## config.mk

```make
export PLATFORM = sky130hd
export DESIGN_NAME = fabric_cfg_loader_flat
export DESIGN_NICKNAME = d
export VERILOG_FILES = /design/src/rtl/fabric_cfg_pkg.sv /design/src/rtl/fabric_cfg_loader_if.sv /design/src/rtl/cfg_addr_decode.sv /design/src/rtl/fabric_cfg_loader.sv /design/src/flat_wrapper.sv
export SDC_FILE = /design/constraint.sdc
export NUM_CORES = 1
export LEC_CHECK = 0
export ABC_AREA = 1
export CAP_MARGIN = 20
export CORE_MARGIN = 2
export CORE_UTILIZATION = 52
export CTS_BUF_LIST = sky130_fd_sc_hd__clkbuf_2 sky130_fd_sc_hd__clkbuf_4 sky130_fd_sc_hd__clkbuf_8
export CTS_CLUSTER_DIAMETER = 120
export DETAILED_ROUTE_END_ITERATION = 6
export PLACE_DENSITY = 0.91
export SKIP_LAST_GASP = 1
export SYNTH_ARGS = -nofsm -noshare
export SYNTH_HDL_FRONTEND = slang
export SYNTH_HIERARCHICAL = 1
export SYNTH_SLANG_ARGS = --single-unit
export TNS_END_PERCENT = 30
```

## constraint.sdc

```tcl
create_clock -name clock -period 3.4 [get_ports clock]
set_input_delay 0.85 -clock clock [delete_from_list [all_inputs] [get_ports clock]]
set_output_delay 0.85 -clock clock [all_outputs]
set_load 0.02 [all_outputs]
```

## src/rtl/fabric_cfg_pkg.sv

```systemverilog
// Shared types and sizing helpers for the fabric configuration loader.
// Also used by fabric bring-up code that needs the image length.
package fabric_cfg_pkg;

  localparam logic [15:0] CFG_MAGIC  = 16'hC0DE;
  localparam int          CFG_DATA_W = 32;

  typedef enum logic [2:0] {
    IDLE,
    HDR,
    LOAD,
    CHK,
    DONE,
    ERR
  } cfg_state_e;

  typedef enum logic [1:0] {
    TGT_NONE,
    TGT_LUT,
    TGT_SW
  } cfg_tgt_e;

  // Image length in words: two per LUT (mem[31:0], then mem[32]) plus one per switch.
  function automatic int cfg_total(input int num_lut, input int num_sw);
    return 2 * num_lut + num_sw;
  endfunction

  function automatic int sel_w(input int n);
    return (n > 1) ? $clog2(n) : 1;
  endfunction

  function automatic int cnt_w(input int total);
    return $clog2(total + 1);
  endfunction

endpackage

```

## src/rtl/fabric_cfg_loader_if.sv

```systemverilog
// Stream-in / fabric-write-port bundle of the configuration loader.
// master = configuration source and fabric side, slave = loader.
interface fabric_cfg_loader_if
  import fabric_cfg_pkg::*;
#(
  parameter int NUM_LUT = 14,
  parameter int NUM_SW  = 22
);
  localparam int LUT_SEL_W = sel_w(NUM_LUT);
  localparam int SW_SEL_W  = sel_w(NUM_SW);

  logic                  start;
  logic                  in_valid;
  logic                  in_ready;
  logic [CFG_DATA_W-1:0] in_data;
  logic                  lut_we;
  logic [LUT_SEL_W-1:0]  lut_sel;
  logic                  lut_word;
  logic                  sw_we;
  logic [SW_SEL_W-1:0]   sw_sel;
  logic [CFG_DATA_W-1:0] wr_data;
  logic                  busy;
  logic                  done;
  logic                  error;
  logic                  fabric_enable;

  modport master (
    output start, in_valid, in_data,
    input  in_ready, lut_we, lut_sel, lut_word, sw_we, sw_sel, wr_data,
    input  busy, done, error, fabric_enable
  );

  modport slave (
    input  start, in_valid, in_data,
    output in_ready, lut_we, lut_sel, lut_word, sw_we, sw_sel, wr_data,
    output busy, done, error, fabric_enable
  );

endinterface

```

## src/rtl/cfg_addr_decode.sv

```systemverilog
// Combinational map from image word index to fabric write target.
// Indices at or beyond the image length decode to TGT_NONE.
module cfg_addr_decode
  import fabric_cfg_pkg::*;
#(
  parameter  int NUM_LUT   = 14,
  parameter  int NUM_SW    = 22,
  localparam int TOTAL     = cfg_total(NUM_LUT, NUM_SW),
  localparam int CNT_W     = cnt_w(TOTAL),
  localparam int LUT_SEL_W = sel_w(NUM_LUT),
  localparam int SW_SEL_W  = sel_w(NUM_SW)
) (
  input  logic [CNT_W-1:0]     idx_i,
  output logic [LUT_SEL_W-1:0] lut_sel_o,
  output logic                 lut_word_o,
  output logic [SW_SEL_W-1:0]  sw_sel_o,
  output cfg_tgt_e             tgt_o
);

  localparam logic [CNT_W-1:0] LUT_WORDS_C = CNT_W'(2 * NUM_LUT);
  localparam logic [CNT_W-1:0] TOTAL_C     = CNT_W'(TOTAL);

  always_comb begin
    lut_sel_o  = '0;
    lut_word_o = 1'b0;
    sw_sel_o   = '0;
    tgt_o      = TGT_NONE;
    if (idx_i < LUT_WORDS_C) begin
      tgt_o      = TGT_LUT;
      lut_sel_o  = LUT_SEL_W'(idx_i >> 1);
      lut_word_o = idx_i[0];
    end else if (idx_i < TOTAL_C) begin
      tgt_o    = TGT_SW;
      sw_sel_o = SW_SEL_W'(idx_i - LUT_WORDS_C);
    end
  end

endmodule

```

## src/rtl/fabric_cfg_loader.sv

```systemverilog
// Header-checked streaming loader writing LUT and switch configuration words into the fabric.
// Optional trailer checksum stage enabled by defining CFG_CHECKSUM_EN.
module fabric_cfg_loader
  import fabric_cfg_pkg::*;
#(
  parameter int          NUM_LUT = 14,
  parameter int          NUM_SW  = 22,
  parameter int          SW_W    = 32,
  parameter logic [15:0] MAGIC   = CFG_MAGIC
) (
  input  logic         clock,
  input  logic         reset_n,
  fabric_cfg_loader_if.slave cfg
);

  localparam int TOTAL     = cfg_total(NUM_LUT, NUM_SW);
  localparam int CNT_W     = cnt_w(TOTAL);
  localparam int LUT_SEL_W = sel_w(NUM_LUT);
  localparam int SW_SEL_W  = sel_w(NUM_SW);

  localparam logic [CNT_W-1:0]      LAST_C    = CNT_W'(TOTAL - 1);
  localparam logic [CFG_DATA_W-1:0] HDR_C     = {MAGIC, 16'(TOTAL)};
  localparam logic [CFG_DATA_W-1:0] SW_MASK_C = 32'((64'd1 << SW_W) - 64'd1);

  cfg_state_e             state_q;
  logic [CNT_W-1:0]       cnt_q;
  logic [CNT_W-1:0]       cnt_d;
  logic                   in_ready_q;
  logic                   busy_q;
  logic                   done_q;
  logic                   error_q;
  logic                   fen_q;
  logic                   lut_we_q;
  logic [LUT_SEL_W-1:0]   lut_sel_q;
  logic                   lut_word_q;
  logic                   sw_we_q;
  logic [SW_SEL_W-1:0]    sw_sel_q;
  logic [CFG_DATA_W-1:0]  wr_data_q;
  logic [CFG_DATA_W-1:0]  wr_data_d;
`ifdef CFG_CHECKSUM_EN
  logic [CFG_DATA_W-1:0]  sum_q;
  logic [CFG_DATA_W-1:0]  sum_d;
`endif

  logic                   accept;
  logic [LUT_SEL_W-1:0]   dec_lut_sel;
  logic                   dec_lut_word;
  logic [SW_SEL_W-1:0]    dec_sw_sel;
  cfg_tgt_e               dec_tgt;

  cfg_addr_decode #(
    .NUM_LUT (NUM_LUT),
    .NUM_SW  (NUM_SW)
  ) u_decode (
    .idx_i      (cnt_q),
    .lut_sel_o  (dec_lut_sel),
    .lut_word_o (dec_lut_word),
    .sw_sel_o   (dec_sw_sel),
    .tgt_o      (dec_tgt)
  );

  assign accept    = cfg.in_valid & in_ready_q;
  assign cnt_d     = cnt_q + CNT_W'(1);
  assign wr_data_d = (dec_tgt == TGT_SW) ? (cfg.in_data & SW_MASK_C) : cfg.in_data;
`ifdef CFG_CHECKSUM_EN
  assign sum_d     = sum_q + cfg.in_data;
`endif

  always_ff @(posedge clock or negedge reset_n) begin
    if (!reset_n) begin
      state_q    <= IDLE;
      cnt_q      <= '0;
      in_ready_q <= 1'b0;
      busy_q     <= 1'b0;
      done_q     <= 1'b0;
      error_q    <= 1'b0;
      fen_q      <= 1'b0;
      lut_we_q   <= 1'b0;
      lut_sel_q  <= '0;
      lut_word_q <= 1'b0;
      sw_we_q    <= 1'b0;
      sw_sel_q   <= '0;
      wr_data_q  <= '0;
`ifdef CFG_CHECKSUM_EN
      sum_q      <= '0;
`endif
    end else begin
      lut_we_q <= 1'b0;
      sw_we_q  <= 1'b0;
      case (state_q)
        IDLE, DONE, ERR: begin
          if (cfg.start) begin
            state_q    <= HDR;
            cnt_q      <= '0;
            in_ready_q <= 1'b1;
            busy_q     <= 1'b1;
            done_q     <= 1'b0;
            error_q    <= 1'b0;
            fen_q      <= 1'b0;
          end else if (state_q == DONE && !done_q) begin
            // Raised one cycle after entry so the last write has landed first.
            done_q <= 1'b1;
            fen_q  <= 1'b1;
          end
        end
        HDR: begin
          if (accept) begin
            if (cfg.in_data == HDR_C) begin
              state_q <= LOAD;
              cnt_q   <= '0;
`ifdef CFG_CHECKSUM_EN
              sum_q   <= '0;
`endif
            end else begin
              state_q    <= ERR;
              in_ready_q <= 1'b0;
              busy_q     <= 1'b0;
              error_q    <= 1'b1;
            end
          end
        end
        LOAD: begin
          if (accept) begin
            wr_data_q  <= wr_data_d;
            lut_we_q   <= (dec_tgt == TGT_LUT);
            sw_we_q    <= (dec_tgt == TGT_SW);
            lut_sel_q  <= dec_lut_sel;
            lut_word_q <= dec_lut_word;
            sw_sel_q   <= dec_sw_sel;
`ifdef CFG_CHECKSUM_EN
            sum_q      <= sum_d;
`endif
            if (cnt_q == LAST_C) begin
`ifdef CFG_CHECKSUM_EN
              state_q    <= CHK;
`else
              state_q    <= DONE;
              in_ready_q <= 1'b0;
              busy_q     <= 1'b0;
`endif
            end else begin
              cnt_q <= cnt_d;
            end
          end
        end
`ifdef CFG_CHECKSUM_EN
        CHK: begin
          if (accept) begin
            in_ready_q <= 1'b0;
            busy_q     <= 1'b0;
            if (cfg.in_data == sum_q) begin
              state_q <= DONE;
            end else begin
              state_q <= ERR;
              error_q <= 1'b1;
            end
          end
        end
`endif
        default: begin
          state_q    <= IDLE;
          in_ready_q <= 1'b0;
          busy_q     <= 1'b0;
        end
      endcase
    end
  end

  assign cfg.in_ready      = in_ready_q;
  assign cfg.lut_we        = lut_we_q;
  assign cfg.lut_sel       = lut_sel_q;
  assign cfg.lut_word      = lut_word_q;
  assign cfg.sw_we         = sw_we_q;
  assign cfg.sw_sel        = sw_sel_q;
  assign cfg.wr_data       = wr_data_q;
  assign cfg.busy          = busy_q;
  assign cfg.done          = done_q;
  assign cfg.error         = error_q;
  assign cfg.fabric_enable = fen_q;

endmodule
```

## src/flat_wrapper.sv

```systemverilog
// flat-port wrapper written by rule: the top's interface ports become plain ports
module fabric_cfg_loader_flat import fabric_cfg_pkg::*;
#(
  parameter int          NUM_LUT = 14,
  parameter int          NUM_SW  = 22,
  parameter int          SW_W    = 32,
  parameter logic [15:0] MAGIC   = CFG_MAGIC
)
  (clock, reset_n, cfg_start, cfg_in_valid, cfg_in_data, cfg_in_ready, cfg_lut_we, cfg_lut_sel, cfg_lut_word, cfg_sw_we, cfg_sw_sel, cfg_wr_data, cfg_busy, cfg_done, cfg_error, cfg_fabric_enable);
  fabric_cfg_loader_if #(.NUM_LUT(NUM_LUT), .NUM_SW(NUM_SW)) cfg_i ();
  input  logic clock;
  input  logic reset_n;
  input wire logic [$bits(cfg_i.start)-1:0] cfg_start;
  input wire logic [$bits(cfg_i.in_valid)-1:0] cfg_in_valid;
  input wire logic [$bits(cfg_i.in_data)-1:0] cfg_in_data;
  output wire logic [$bits(cfg_i.in_ready)-1:0] cfg_in_ready;
  output wire logic [$bits(cfg_i.lut_we)-1:0] cfg_lut_we;
  output wire logic [$bits(cfg_i.lut_sel)-1:0] cfg_lut_sel;
  output wire logic [$bits(cfg_i.lut_word)-1:0] cfg_lut_word;
  output wire logic [$bits(cfg_i.sw_we)-1:0] cfg_sw_we;
  output wire logic [$bits(cfg_i.sw_sel)-1:0] cfg_sw_sel;
  output wire logic [$bits(cfg_i.wr_data)-1:0] cfg_wr_data;
  output wire logic [$bits(cfg_i.busy)-1:0] cfg_busy;
  output wire logic [$bits(cfg_i.done)-1:0] cfg_done;
  output wire logic [$bits(cfg_i.error)-1:0] cfg_error;
  output wire logic [$bits(cfg_i.fabric_enable)-1:0] cfg_fabric_enable;
  assign cfg_i.start = cfg_start;
  assign cfg_i.in_valid = cfg_in_valid;
  assign cfg_i.in_data = cfg_in_data;
  assign cfg_in_ready = cfg_i.in_ready;
  assign cfg_lut_we = cfg_i.lut_we;
  assign cfg_lut_sel = cfg_i.lut_sel;
  assign cfg_lut_word = cfg_i.lut_word;
  assign cfg_sw_we = cfg_i.sw_we;
  assign cfg_sw_sel = cfg_i.sw_sel;
  assign cfg_wr_data = cfg_i.wr_data;
  assign cfg_busy = cfg_i.busy;
  assign cfg_done = cfg_i.done;
  assign cfg_error = cfg_i.error;
  assign cfg_fabric_enable = cfg_i.fabric_enable;
  fabric_cfg_loader #(.NUM_LUT(NUM_LUT), .NUM_SW(NUM_SW), .SW_W(SW_W), .MAGIC(MAGIC)) u_core (.clock(clock), .reset_n(reset_n), .cfg(cfg_i));
endmodule
```

==> out/results.ini, run 1 <==
[outcome]
status = completed

[sta]
max_slew.worst_pin.slew_ns = 0.518
timing.final.crit_share_pct = 65.7
clock.fmax_ghz = 0.448
rsz0062_at_grt = no
hold_viol = 0
hold_ws_ns = 0.492
fin_setup_tns_ns = 0
fin_worst_skew_ns = 0.00465
layout_min_cycle_time_ns = 2.23
setup_viol = 0
max-slew-margin-rel_pct = 65.5
drv_slew = 0

[cells_and_area]
nFillCells = 379
fin_area_um2 = 3710
syn_to_final_growth_pct = 36.5
seq_area_um2 = 1400
multi_input_area_um2 = 1100
final_cells = 469
nets = 438
antennaDiodeCount = 0
drive_above_1_share_pct = 9.77

[cts]
clkSlewWorstSetupHoldPaths_ns = 0.10
postCtsResizedCells = 0
worstSkewPairLatency_ns = 0.31
h-tree-depth = 2
clock_path_buffers = 2
cts-hold-fix-buffers = 0
cts-root-buf = clkbuf_8
cts.sinks = 56
post_cts_buffers = 0
numCtsBuffers = 5
cts_tree = built

[logic_synthesis]
synth.area.top_cells = dfrtp_1, nand2_1, mux2_2
yosys_warnings = 6
postSynthCellCount = 314
ys_seq_elements = 56
synth-edff-count = 0
yosysMostFrequentCell = nand2_1
synth_area_per_cell_um2 = 8.65
syn-cell-area_um2 = 2720
ys_top_cells_by_count = nand2_1, dfrtp_1, inv_1, nor2_1, o21ai_0
yosysTopAreaCell = dfrtp_1
syn_nets = 354
yosysTopAreaCellShare_pct = 51.6
synth-async-reset-ratio_pct = 100
ys_dominant_reg_cell = dfrtp_1
ys_seq_area_share_pct = 51.6
synth.distinct_cells = 22

[detailed_routing]
drc = 0
vias = 2302
met2_length_um = 3190
drtIter0Drc = 162
firstDrtPassIters = 5
vias_per_cell = 4.91
route.detailed.wl_per_inst_um = 13.4
met1_length_um = 2590
top_layer_used = met4
drtAntennaViolNets = 0
wl_um = 6270
wl_met3_um = 351

[critical_path]
path_cells = clkdlybuf4s50_1 > nand2_1 > nor2_1 > nand2_1 > nor2_1 > nand2_1 > nand2_1 > nand2_1 > nand2_1 > nand2_1
r2r-end = u_core/cnt_q[1]
path_class = input port to register
path_delay_family = simple AND/OR/NAND/NOR gates
crit_buf_inv = 1
cp_data_arrival_time_ns = 2.43
critPathMaxFanout = 10
worst_path_largest_cell_delay_ns = 0.49
cp_slowest_cell = clkdlybuf4s50_1
reg2reg_from = u_core/cnt_q[1]
critPathLaunchType = input port
reg2reg_depth = 10
reg2reg_slack_ns = 1.82
crit_path_frequent_cell = nand2_1
worstPathRequired_ns = 3.60
cp-end-kind = register

[global_routing]
antenna_found_initial = 0
grt_start_max_net_pins = 66
grt_pass1_vias = 2300
grt.total_usage_pct = 22.6
overflow = 0
grt_pass1_wl_um = 10600

[hold_path]
hold_path_end = u_core/cfg.wr_data[2]
hold_class = register to register
min-delay-start = u_core/cfg.wr_data[2]
holdPathStages = 2

[die]
start_util_pct = 53.6
ioPinCount = 85
die_x_um = 76.3
core_um2 = 5070
die-height_um = 76.3
die-area_um2 = 5820
row_count = 26

[power]
p_leak_nw = 1.81
irDropWorstVdd_v = 0.000494
total_power_mw = 2.73
power_density_nw_per_um2 = 736

[placement]
place.gp.congestion = 0.841
place_area_um2 = 3610
hpwl_um = 4790
io_buffers = 84
dp_cells = 461

[job]
cap_violations = 0

## registers in the layout (all words and copies together), names as in the netlist
| signal | flops |
|---|---|
| u_core/cnt_q | 6 |
| u_core/cfg.lut_word | 1 |
| u_core/cfg.busy | 1 |
| u_core/cfg.fabric_enable | 1 |
| u_core/cfg.sw_sel | 5 |
| u_core/cfg.error | 1 |
| u_core/cfg.lut_sel | 4 |
| u_core/cfg.wr_data | 32 |
| u_core/cfg.sw_we | 1 |
| u_core/state_q | 3 |
| u_core/cfg.lut_we | 1 |
## worst min-delay path: cells and delay by family, from the launching register on
kind	cells	cell delay (ns)
AO/OA/AOI/OAI	1	0.05
AND/OR/NAND/NOR	1	0.05
flip-flops	1	0.36
## layout by cell type (no fill, tap or decap)
cell type	synthesis	final
clkbuf_8	0	6
inv_2	1	1
o21ai_0	26	26
xnor2_1	2	2
buf_12	0	1
nand3_1	12	12
clkdlybuf4s50_1	0	83
buf_2	1	1
nor3_1	2	2
ha_1	4	4
xor2_1	1	1
nand2_1	87	87
a21oi_1	3	3
mux2_2	15	15
nand2_2	2	2
nor2_1	42	42
buf_4	2	1
inv_1	42	42
clkbuf_4	0	1
dfrtp_1	56	56
nand2_4	2	2
clkinvlp_4	0	1
nor2_4	1	1
mux2_4	6	6
nor3_4	1	1
## how the worst max path moves through the flow
stage / to / cells past startpoint / start / slack, ns
after global placement: u_core/cnt_q[1] / 11 / cfg_in_data[2] / 0.98
final: u_core/cnt_q[1] / 10 / cfg_in_data[18] / 1.17
after floorplan: u_core/cnt_q[4] / 10 / cfg_in_data[0] / 1.61
after detailed placement: u_core/cnt_q[1] / 10 / cfg_in_data[18] / 0.89
after global routing: u_core/cnt_q[1] / 10 / cfg_in_data[18] / 1.0
after CTS: u_core/cnt_q[1] / 10 / cfg_in_data[18] / 1.18
## stage by stage
step | utilization (%) | setup WS (ns)
floorplan | - | 1.61
global placement | 71.2 | 0.983
detailed placement | 71.2 | 0.891
CTS | 73.1 | 1.18
global route | 73.1 | 0.996
finish | 73.1 | 1.17
## metal layers
metal | global-route usage (%) | vias up
met3 | 4.03 | 16
met1 | 27.9 | 1072
met4 | 7.09 | 0
met5 | 0 | -
li1 | - | 1130
met2 | 40.3 | 84
## cells by family after synthesis
| logic type | Yosys count | synth area share, % |
|---|---|---|
| and+or+nand+nor | 149 | 22.7 |
| xor gates and xnor gates | 3 | 0.967 |
| adders and majority gates | 4 | 1.84 |
| AOI/OAI and AO/OA | 29 | 5.34 |
| buffers and inverters | 52 | 8.06 |
| muxes | 21 | 9.53 |
| DFF | 56 | 51.6 |
## power breakdown
part / total [mW] / leakage [nW] / internal (mW) / switching [mW]
sequential: 1.05 / 0.732 / 0.896 / 0.150
clock: 0.383 / 0.0479 / 0.174 / 0.209
combinational: 1.30 / 1.03 / 0.591 / 0.709
## area by class of cell
type                            instances  share of cell area, %
Timing Repair Buffer                   86                   23.3
Clock inverter                          1                  0.202
Inverter                               43                   4.35
Sequential cell                        56                   37.8
Tap cell                               70                   2.36
Clock buffer                            7                   2.43
Multi-Input combinational cell        206                   29.6
No activity file was read; power rests on OpenSTA's default activity.
==> run 2: changes to the inputs <==
--- a/config.mk
+++ b/config.mk
@@ -8,11 +8,11 @@
 export ABC_AREA = 1
 export CAP_MARGIN = 20
 export CORE_MARGIN = 2
-export CORE_UTILIZATION = 52
+export CORE_UTILIZATION = 48
 export CTS_BUF_LIST = sky130_fd_sc_hd__clkbuf_2 sky130_fd_sc_hd__clkbuf_4 sky130_fd_sc_hd__clkbuf_8
 export CTS_CLUSTER_DIAMETER = 120
 export DETAILED_ROUTE_END_ITERATION = 6
-export PLACE_DENSITY = 0.91
+export PLACE_DENSITY = 0.85
 export SKIP_LAST_GASP = 1
 export SYNTH_ARGS = -nofsm -noshare
 export SYNTH_HDL_FRONTEND = slang
==> constraint.sdc (replaced) <==
create_clock -name clock -period 2.2 [get_ports clock]
set_input_delay 0.55 -clock clock [delete_from_list [all_inputs] [get_ports clock]]
set_output_delay 0.55 -clock clock [all_outputs]
set_load 0.02 [all_outputs]
==> out/results.ini, run 2 (synthesis results as in run 1) <==
[cells_and_area]
largest_reg_flops = 32
drive_above_1_share_pct = 10.2
nets = 440
syn_to_final_growth_pct = 37.5
antennaDiodeCount = 0
layout_commonest_cell = nand2_1
layout_common_cells = nand2_1, clkdlybuf4s50_1, dfrtp_1, inv_1, nor2_1

[sta]
rsz0062_at_grt = no
layout_min_cycle_time_ns = 1.90
drv_slew = 0
hold_viol = 0
timing.final.crit_share_pct = 86.5
fin_worst_skew_ns = 0.00857
hold_ws_ns = 0.116
max-slew-margin-rel_pct = 78.1
max_slew.worst_pin.slew_ns = 0.328
setup_viol = 0
clock.fmax_ghz = 0.526
final.setup.worst_slack_ns = 0.298
fin_setup_tns_ns = 0

[die]
die_x_um = 79.2
ioPinCount = 85
core_um2 = 5470
start_util_pct = 49.7
die-height_um = 79.2
row_count = 27
die-area_um2 = 6280

[power]
p_leak_nw = 1.83
pwr-share-clk_pct = 14.1
pwr-share-comb_pct = 48.0
power_density_nw_per_um2 = 1130
switching_share_pct = 39.2
p_sw_mw = 1.66
seq_power_share_pct = 37.9
p_int_mw = 2.57
irDropWorstVdd_v = 0.000751

[detailed_routing]
drtIter0Drc = 64
vias_per_cell = 4.88
route.detailed.wl_per_inst_um = 13.0
wl_met3_um = 326
vias = 2309
drtAntennaViolNets = 0
top_layer_used = met4
drc = 0
firstDrtPassIters = 5
wl_um = 6170
met1_length_um = 2660
met2_length_um = 2990

[hold_path]
hold_class = input port to async pin

[cts]
h-tree-depth = 2
clkSlewWorstSetupHoldPaths_ns = 0.10
cts_tree = built
post_cts_buffers = 0
cts.sinks = 56
worstSkewPairLatency_ns = 0.31
cts-hold-fix-buffers = 0
cts-root-buf = clkbuf_8
clock_path_buffers = 2
postCtsResizedCells = 0
numCtsBuffers = 5

[global_routing]
antenna_found_initial = 0
grt_start_max_net_pins = 54
overflow = 0
grt.total_usage_pct = 21.1
grt_pass1_wl_um = 10300
grt_pass1_vias = 2190

[job]
cap_violations = 0

[critical_path]
reg2reg_depth = 9
critPathLaunchType = register
cp_num_cells = 1
cp_data_arrival_time_ns = 1.35
reg2reg_slack_ns = 0.66
r2r-end = u_core/cnt_q[0]
crit_buf_inv = 1
cp-end-kind = primary output
worst_path_largest_cell_delay_ns = 0.63
worstPathRequired_ns = 1.65
reg2reg_from = u_core/cnt_q[0]
path_class = register to primary output
cp_slowest_cell = clkdlybuf4s50_1
critPathMaxFanout = 4
startpoint = u_core/cfg.busy
path_delay_family = buffers and inverters
worstSetupEndpoint = cfg_in_ready
path_cells = clkdlybuf4s50_1

[placement]
place_ws_ns = 0.118
io_buffers = 84
hpwl_um = 4760
place.gp.congestion = 0.826

[outcome]
status = completed

==> run 2: layer usage <==
layer	up-vias	global-route usage, %
li1	1139	-
met1	1074	26.4
met2	84	35.6
met3	12	3.64
met4	0	9.66
met5	-	0
==> run 2: worst min-delay path by stage <==
stage          startpoint                     end  slack (ns)  cells past startpoint
6_report          reset_n  u_core/cfg.wr_data[14]        0.12                      1
5_1_grt           reset_n  u_core/cfg.wr_data[14]        0.12                      1
4_1_cts           reset_n  u_core/cfg.wr_data[15]        0.12                      1
3_5_place_dp      reset_n  u_core/cfg.wr_data[12]        0.47                      1
3_3_place_gp      reset_n  u_core/cfg.wr_data[14]        0.46                      1
2_1_floorplan     reset_n         u_core/cfg.busy        0.25                      0
==> run 2: cell type report <==
cell class	instances	area (um2)
well taps	72	90.1
fillers	448	1740
clock inverters	2	13.8
multi-input cells	206	1100
clock buffers	6	82.6
repair buffers	88	891
inverters	43	161
flip-flops and latches	56	1400
==> run 2: through the flow <==
step	cell area (um2)	power, mW	util [%]	instances
6_report	3740	4.23	68.3	473
5_1_grt	3740	4.52	68.3	473
4_1_cts	3740	4.27	68.3	473
3_5_place_dp	3640	3.66	66.5	465
3_3_place_gp	3640	3.60	66.5	465
2_1_floorplan	2720	2.71	-	314
==> run 2: power groups by stage <==
| stage | clock, mW | combinational (mW) | sequential [mW] |
|---|---|---|---|
| finish | 0.594 | 2.03 | 1.61 |
| global route | 0.657 | 2.21 | 1.65 |
| CTS | 0.612 | 2.05 | 1.61 |
| detailed placement | 0 | 2.03 | 1.63 |
| global placement | 0 | 1.99 | 1.60 |
| floorplan | 0 | 0.704 | 2.00 |
==> RTL edit 1 (settings of run 1) <==
Reset style: synchronous (`reset_n`), changed in one clocked block.
--- a/src/rtl/fabric_cfg_loader.sv
+++ b/src/rtl/fabric_cfg_loader.sv
@@ -66,7 +66,7 @@
   assign sum_d     = sum_q + cfg.in_data;
 `endif
 
-  always_ff @(posedge clock or negedge reset_n) begin
+  always_ff @(posedge clock) begin
     if (!reset_n) begin
       state_q    <= IDLE;
       cnt_q      <= '0;
Function: differs if reset_n is asserted again (counterexample within 4 cycles, from zero or initial values and one cycle with reset_n low); with reset_n held inactive, the same outputs for 10 cycles.
==> RTL edit 1 against run 1 <==
Final area rose by 0.84%; area after synthesis grew 4.4%; power down 29%; first-iteration DRC count down 33%; largest cell class is now multi-input gates; critical path type unchanged; sequential cell count stayed put; setup slack got worse by 160 ps; highest routed layer unchanged; sequential share of layout area fell by 7.8 points; routed wire length up 15%.
==> RTL edit 1: results (changes against run 1) <==
[metrics] status: completed
[metrics] worst-margin pin slew: 870 ps (+352 ps)
[metrics] DRC violation total after the first TritonRoute iteration: 109 (-33%)
[metrics] pin count of the biggest net entering global routing: 48 (-27%)
[metrics] Critical Path Start: cfg_in_data[1]
[metrics] placed inst area: 3630 um2 (+0.49%)
[metrics] placed cells: 536 (+16%)
[metrics] fraction of the yosys area taken by sequential cells: 0.395 (-0.120)
[metrics] fill cell total of the finished layout: 407 (+7.4%)
[metrics] predominant post-synthesis flop cell: dfxtp_1
[metrics] Total Routed Length: 7.20 mm (+15%)
[metrics] routed length on met1: 3.03 mm (+17%)
[metrics] startpoint of the worst register-to-register path: u_core/state_q[1]$_SDFFE_PN0P_
[metrics] wire per inst: 13.2 um (-1.0%)
[metrics] termination of the worst setup path: u_core/cnt_q[3]$_SDFFE_PN0P_
[metrics] post-synthesis average cell area: 7.06 um2 (-18%)
[metrics] met1 Resource Use GR: 0.303 (+0.0240)
[metrics] fraction of registers with async set or reset after synthesis: 0 (-1.00)
[metrics] detailed-routing iteration count for the pre-antenna-repair pass: 4 (-1)
[metrics] proportion of layout cells with a drive suffix above 1: 0.0823 (-0.0155)
[metrics] maximum clock skew at final layout: 5.41 ps (+0.756 ps)
[metrics] Leakage: 0.00141 uW (-22%)
[metrics] total global-route track usage: 0.243 (+0.0171)
[metrics] distinct cell type count of the synthesized netlist: 30 (+36%)
[metrics] met2 usage in global routing: 0.407 (+0.00424)
[metrics] nets in the synthesized netlist: 442 (+25%)
[metrics] Max IR drop VDD: 0.484 mV (-2.0%)
[metrics] Critical R2R Capture: u_core/cfg.wr_data[5]$_SDFFE_PN0P_
[metrics] switching power: 754 uW (-29%)
[metrics] Arr. time, crit path: 2570 ps (+140 ps)
[metrics] vias in the first global route: 2711 (+18%)
[metrics] met3 GRT Util: 0.0512 (+0.0109)
[metrics] depth of the most critical reg-to-reg path: 5 (-5)
[metrics] routed wl met3: 590 um (+68%)
[metrics] final critical-path setup slack: 1010 ps (-157 ps)
[metrics] Final Wtd Congestion: 0.866 (+3.0%)
[metrics] placed wire-length estimate: 5.06 mm (+5.6%)
[metrics] wire length of the first global-routing pass: 12.0 mm (+13%)
[metrics] number of nets in the finished design: 513 (+17%)
[metrics] reg-to-reg setup timing slack: 1350 ps (-470 ps)
[metrics] post-placement setup slack: 713 ps (-177 ps)
[metrics] overall via count from detail_route: 2824 (+23%)
[metrics] critical path fanouts, max: 14 (+4)
[metrics] commonest cells in the netlist: 104 x nand2_1, 56 x dfxtp_1, 56 x nand3_1, 49 x a21oi_1, 37 x inv_1
[metrics] Inserted Diodes: 0 (unchanged)
[metrics] final worst hold slack: 465 ps (-27.7 ps)
-- RTL edit 1: final cells by class --
type                            instances  share of cell area
Tap cell                               70              0.0234
Sequential cell                        56               0.300
Clock inverter                          3              0.0114
Clock buffer                            5              0.0184
Timing Repair Buffer                   87               0.231
Multi-Input combinational cell        280               0.373
Inverter                               43              0.0432
-- RTL edit 1: power groups by stage --
stage               clock network (uW)  registers (uW)  logic (uW)
floorplan                            0             805         578
global placement                     0             791         700
detailed placement                   0             793         722
CTS                                446             778         726
global route                       475             790         814
finish                             439             779         730
-- RTL edit 1: kinds of logic after synthesis --
group,Yosys count,share of synthesized area
flops,56,0.395
buf+inv,66,0.113
simple gates,219,0.365
xor+xnor,2,0.00618
compound gates,55,0.103
fa+ha+maj,4,0.0176
-- RTL edit 1: worst min path at each step --
| stage | startpoint | depth (start not counted) | endpoint |
|---|---|---|---|
| finish | u_core/cfg.lut_sel[3]$_SDFFE_PN0P_ | 2 | u_core/cfg.lut_sel[3]$_SDFFE_PN0P_ |
| global placement | u_core/cfg.wr_data[26]$_SDFFE_PN0P_ | 2 | u_core/cfg.wr_data[26]$_SDFFE_PN0P_ |
| global route | u_core/cfg.wr_data[31]$_SDFFE_PN0P_ | 2 | u_core/cfg.wr_data[31]$_SDFFE_PN0P_ |
| floorplan | u_core/state_q[2]$_SDFFE_PN0P_ | 2 | u_core/state_q[2]$_SDFFE_PN0P_ |
| CTS | u_core/cfg.sw_sel[2]$_SDFFE_PN0P_ | 2 | u_core/cfg.sw_sel[2]$_SDFFE_PN0P_ |
| detailed placement | u_core/cfg.sw_sel[2]$_SDFFE_PN0P_ | 2 | u_core/cfg.sw_sel[2]$_SDFFE_PN0P_ |
==> RTL edit 2 (config.mk and constraints of run 1) <==
Made on the original files. `SW_W` is set to 32 in 2 places; all go to 24.
--- a/src/rtl/fabric_cfg_loader.sv
+++ b/src/rtl/fabric_cfg_loader.sv
@@ -5,7 +5,7 @@
 #(
   parameter int          NUM_LUT = 14,
   parameter int          NUM_SW  = 22,
-  parameter int          SW_W    = 32,
+  parameter int          SW_W    = 24,
   parameter logic [15:0] MAGIC   = CFG_MAGIC
 ) (
   input  logic         clock,
--- a/src/flat_wrapper.sv
+++ b/src/flat_wrapper.sv
@@ -3,7 +3,7 @@
 #(
   parameter int          NUM_LUT = 14,
   parameter int          NUM_SW  = 22,
-  parameter int          SW_W    = 32,
+  parameter int          SW_W    = 24,
   parameter logic [15:0] MAGIC   = CFG_MAGIC
 )
   (clock, reset_n, cfg_start, cfg_in_valid, cfg_in_data, cfg_in_ready, cfg_lut_we, cfg_lut_sel, cfg_lut_word, cfg_sw_we, cfg_sw_sel, cfg_wr_data, cfg_busy, cfg_done, cfg_error, cfg_fabric_enable);
Behaviour: same outputs for any inputs over 10 cycles, from zero or initial values and one cycle with reset_n low; that may be too few to reach the edited logic, so the function may still have changed.
==> RTL edit 2 against run 1 <==
Global-route usage is 1.1 points higher; sequential cell count stayed put; routed wire length is 4.9% higher; power is 1.7% higher; final area hardly changed; cell count is 6.8% higher; non-clock buffer count is 1 lower; area after synthesis is 1.1% lower; setup slack worse by 160 ps; critical path type unchanged.
==> RTL edit 2: results (changes against run 1) <==
[metrics] depth of the most critical reg-to-reg path: 6 (-4)
[metrics] startpoint of the worst register-to-register path: u_core/state_q[2]$_DFFE_PN0P_
[metrics] DRC violation total after the first TritonRoute iteration: 186 (+15%)
[metrics] count of inverters not on the clock network in the layout: 44 (+2.3%)
[metrics] post-layout min period: 2390 ps (+162 ps)
[metrics] wire length of the first global-routing pass: 10.3 mm (-3.1%)
[metrics] number of nets in the finished design: 470 (+7.3%)
[metrics] multi-input logic area: 1050 um2 (-4.0%)
[metrics] Total Routed Length: 6.58 mm (+4.9%)
[metrics] total length of routed met2 wires: 3.32 mm (+3.9%)
[metrics] headroom to the max-slew limit: 0.420 (-0.235)
[metrics] parity-gate share of the synthesized area counting xor and xnor cells: 0.00652 (-0.00315)
[metrics] post-placement setup slack: 685 ps (-206 ps)
[metrics] Leakage: 0.00191 uW (+5.1%)
[metrics] clock tree cell share of total cell area: 0.0428 (+0.0165)
[metrics] met1 Resource Use GR: 0.284 (+0.00497)
[metrics] placed wire-length estimate: 4.75 mm (-0.92%)
[metrics] routed length on met1: 2.64 mm (+1.9%)
[metrics] maximum clock skew at final layout: 7.08 ps (+2.42 ps)
[metrics] commonest cells in the netlist: 147 x nand2_1, 56 x dfrtp_1, 41 x inv_1, 34 x nor2_1, 20 x nand3_1
[metrics] fraction of the yosys area taken by sequential cells: 0.521 (+0.00576)
[metrics] fill cell total of the finished layout: 382 (+0.79%)
[metrics] reg-to-reg setup timing slack: 1290 ps (-530 ps)
[metrics] termination of the worst setup path: u_core/cnt_q[2]$_DFFE_PN0P_
[metrics] Critical R2R Capture: u_core/cfg.wr_data[2]$_DFFE_PN0P_
[metrics] routed wl met3: 503 um (+43%)
[metrics] overall via count from detail_route: 2495 (+8.4%)
[metrics] pin count of the biggest net entering global routing: 60 (-9.1%)
[metrics] proportion of layout cells with a drive suffix above 1: 0.0441 (-0.0537)
[metrics] non-clock buffering overhead in the final layout: 0.227 (-0.00547)
[metrics] final worst hold slack: 483 ps (-9.50 ps)
[metrics] Critical Path Start: cfg_in_data[1]
[metrics] Multi-In Gates: 238 (+16%)
[metrics] synthesized-area fraction occupied by adder cells: 0.0186 (+0.000206)
[metrics] total global-route track usage: 0.237 (+0.0110)
[metrics] multiplexer fraction of the synthesized cell area: 0 (-0.0953)
[metrics] Final Wtd Congestion: 0.804 (-4.3%)
[metrics] status: completed
[metrics] vias in the first global route: 2347 (+2.0%)
RTL edit 2: cell types whose count changed after synthesis, sizes merged:
cell           run 1  this run
nand2             91       150
mux2              21         0
clkbuf             4         0
nor2              43        36
buf                5        10
xor2               1         0
nor3b              0         2
o21ai             26        18
inv               43        44
nand3             12        20
RTL edit 2: worst min path at each step:
stage,start,endpoint,depth (start not counted)
2_1_floorplan,u_core/cnt_q[1]$_DFFE_PN0P_,u_core/cnt_q[1]$_DFFE_PN0P_,2
3_3_place_gp,u_core/cfg.wr_data[1]$_DFFE_PN0P_,u_core/cfg.wr_data[1]$_DFFE_PN0P_,2
3_5_place_dp,u_core/cfg.sw_sel[4]$_DFFE_PN0P_,u_core/cfg.sw_sel[4]$_DFFE_PN0P_,2
4_1_cts,u_core/cfg.wr_data[22]$_DFFE_PN0P_,u_core/cfg.wr_data[22]$_DFFE_PN0P_,2
5_1_grt,u_core/cfg.lut_sel[1]$_DFFE_PN0P_,u_core/cfg.lut_sel[1]$_DFFE_PN0P_,2
6_report,u_core/cfg.lut_sel[1]$_DFFE_PN0P_,u_core/cfg.lut_sel[1]$_DFFE_PN0P_,2
RTL edit 2: power by group:
part	internal (uW)	switching, uW	total [uW]
Clock	368	219	587
Sequential	874	135	1010
Combinational	510	671	1180
RTL edit 2: stage by stage:
step | power [uW] | area (um2) | cells
2_1_floorplan | 1660 | 2690 | 348
3_3_place_gp | 2150 | 3550 | 493
6_report | 2780 | 3710 | 501
3_5_place_dp | 2200 | 3550 | 493
4_1_cts | 2790 | 3710 | 501
5_1_grt | 2960 | 3710 | 501
RTL edit 2: worst reg2reg max path, cell delays in order (launching register included):
cell and delay (ps):
dfrtp_1 430, nor3_4 310, inv_2 170, nor2_8 330, inv_2 440, nand2_1 180
o21ai_0 100
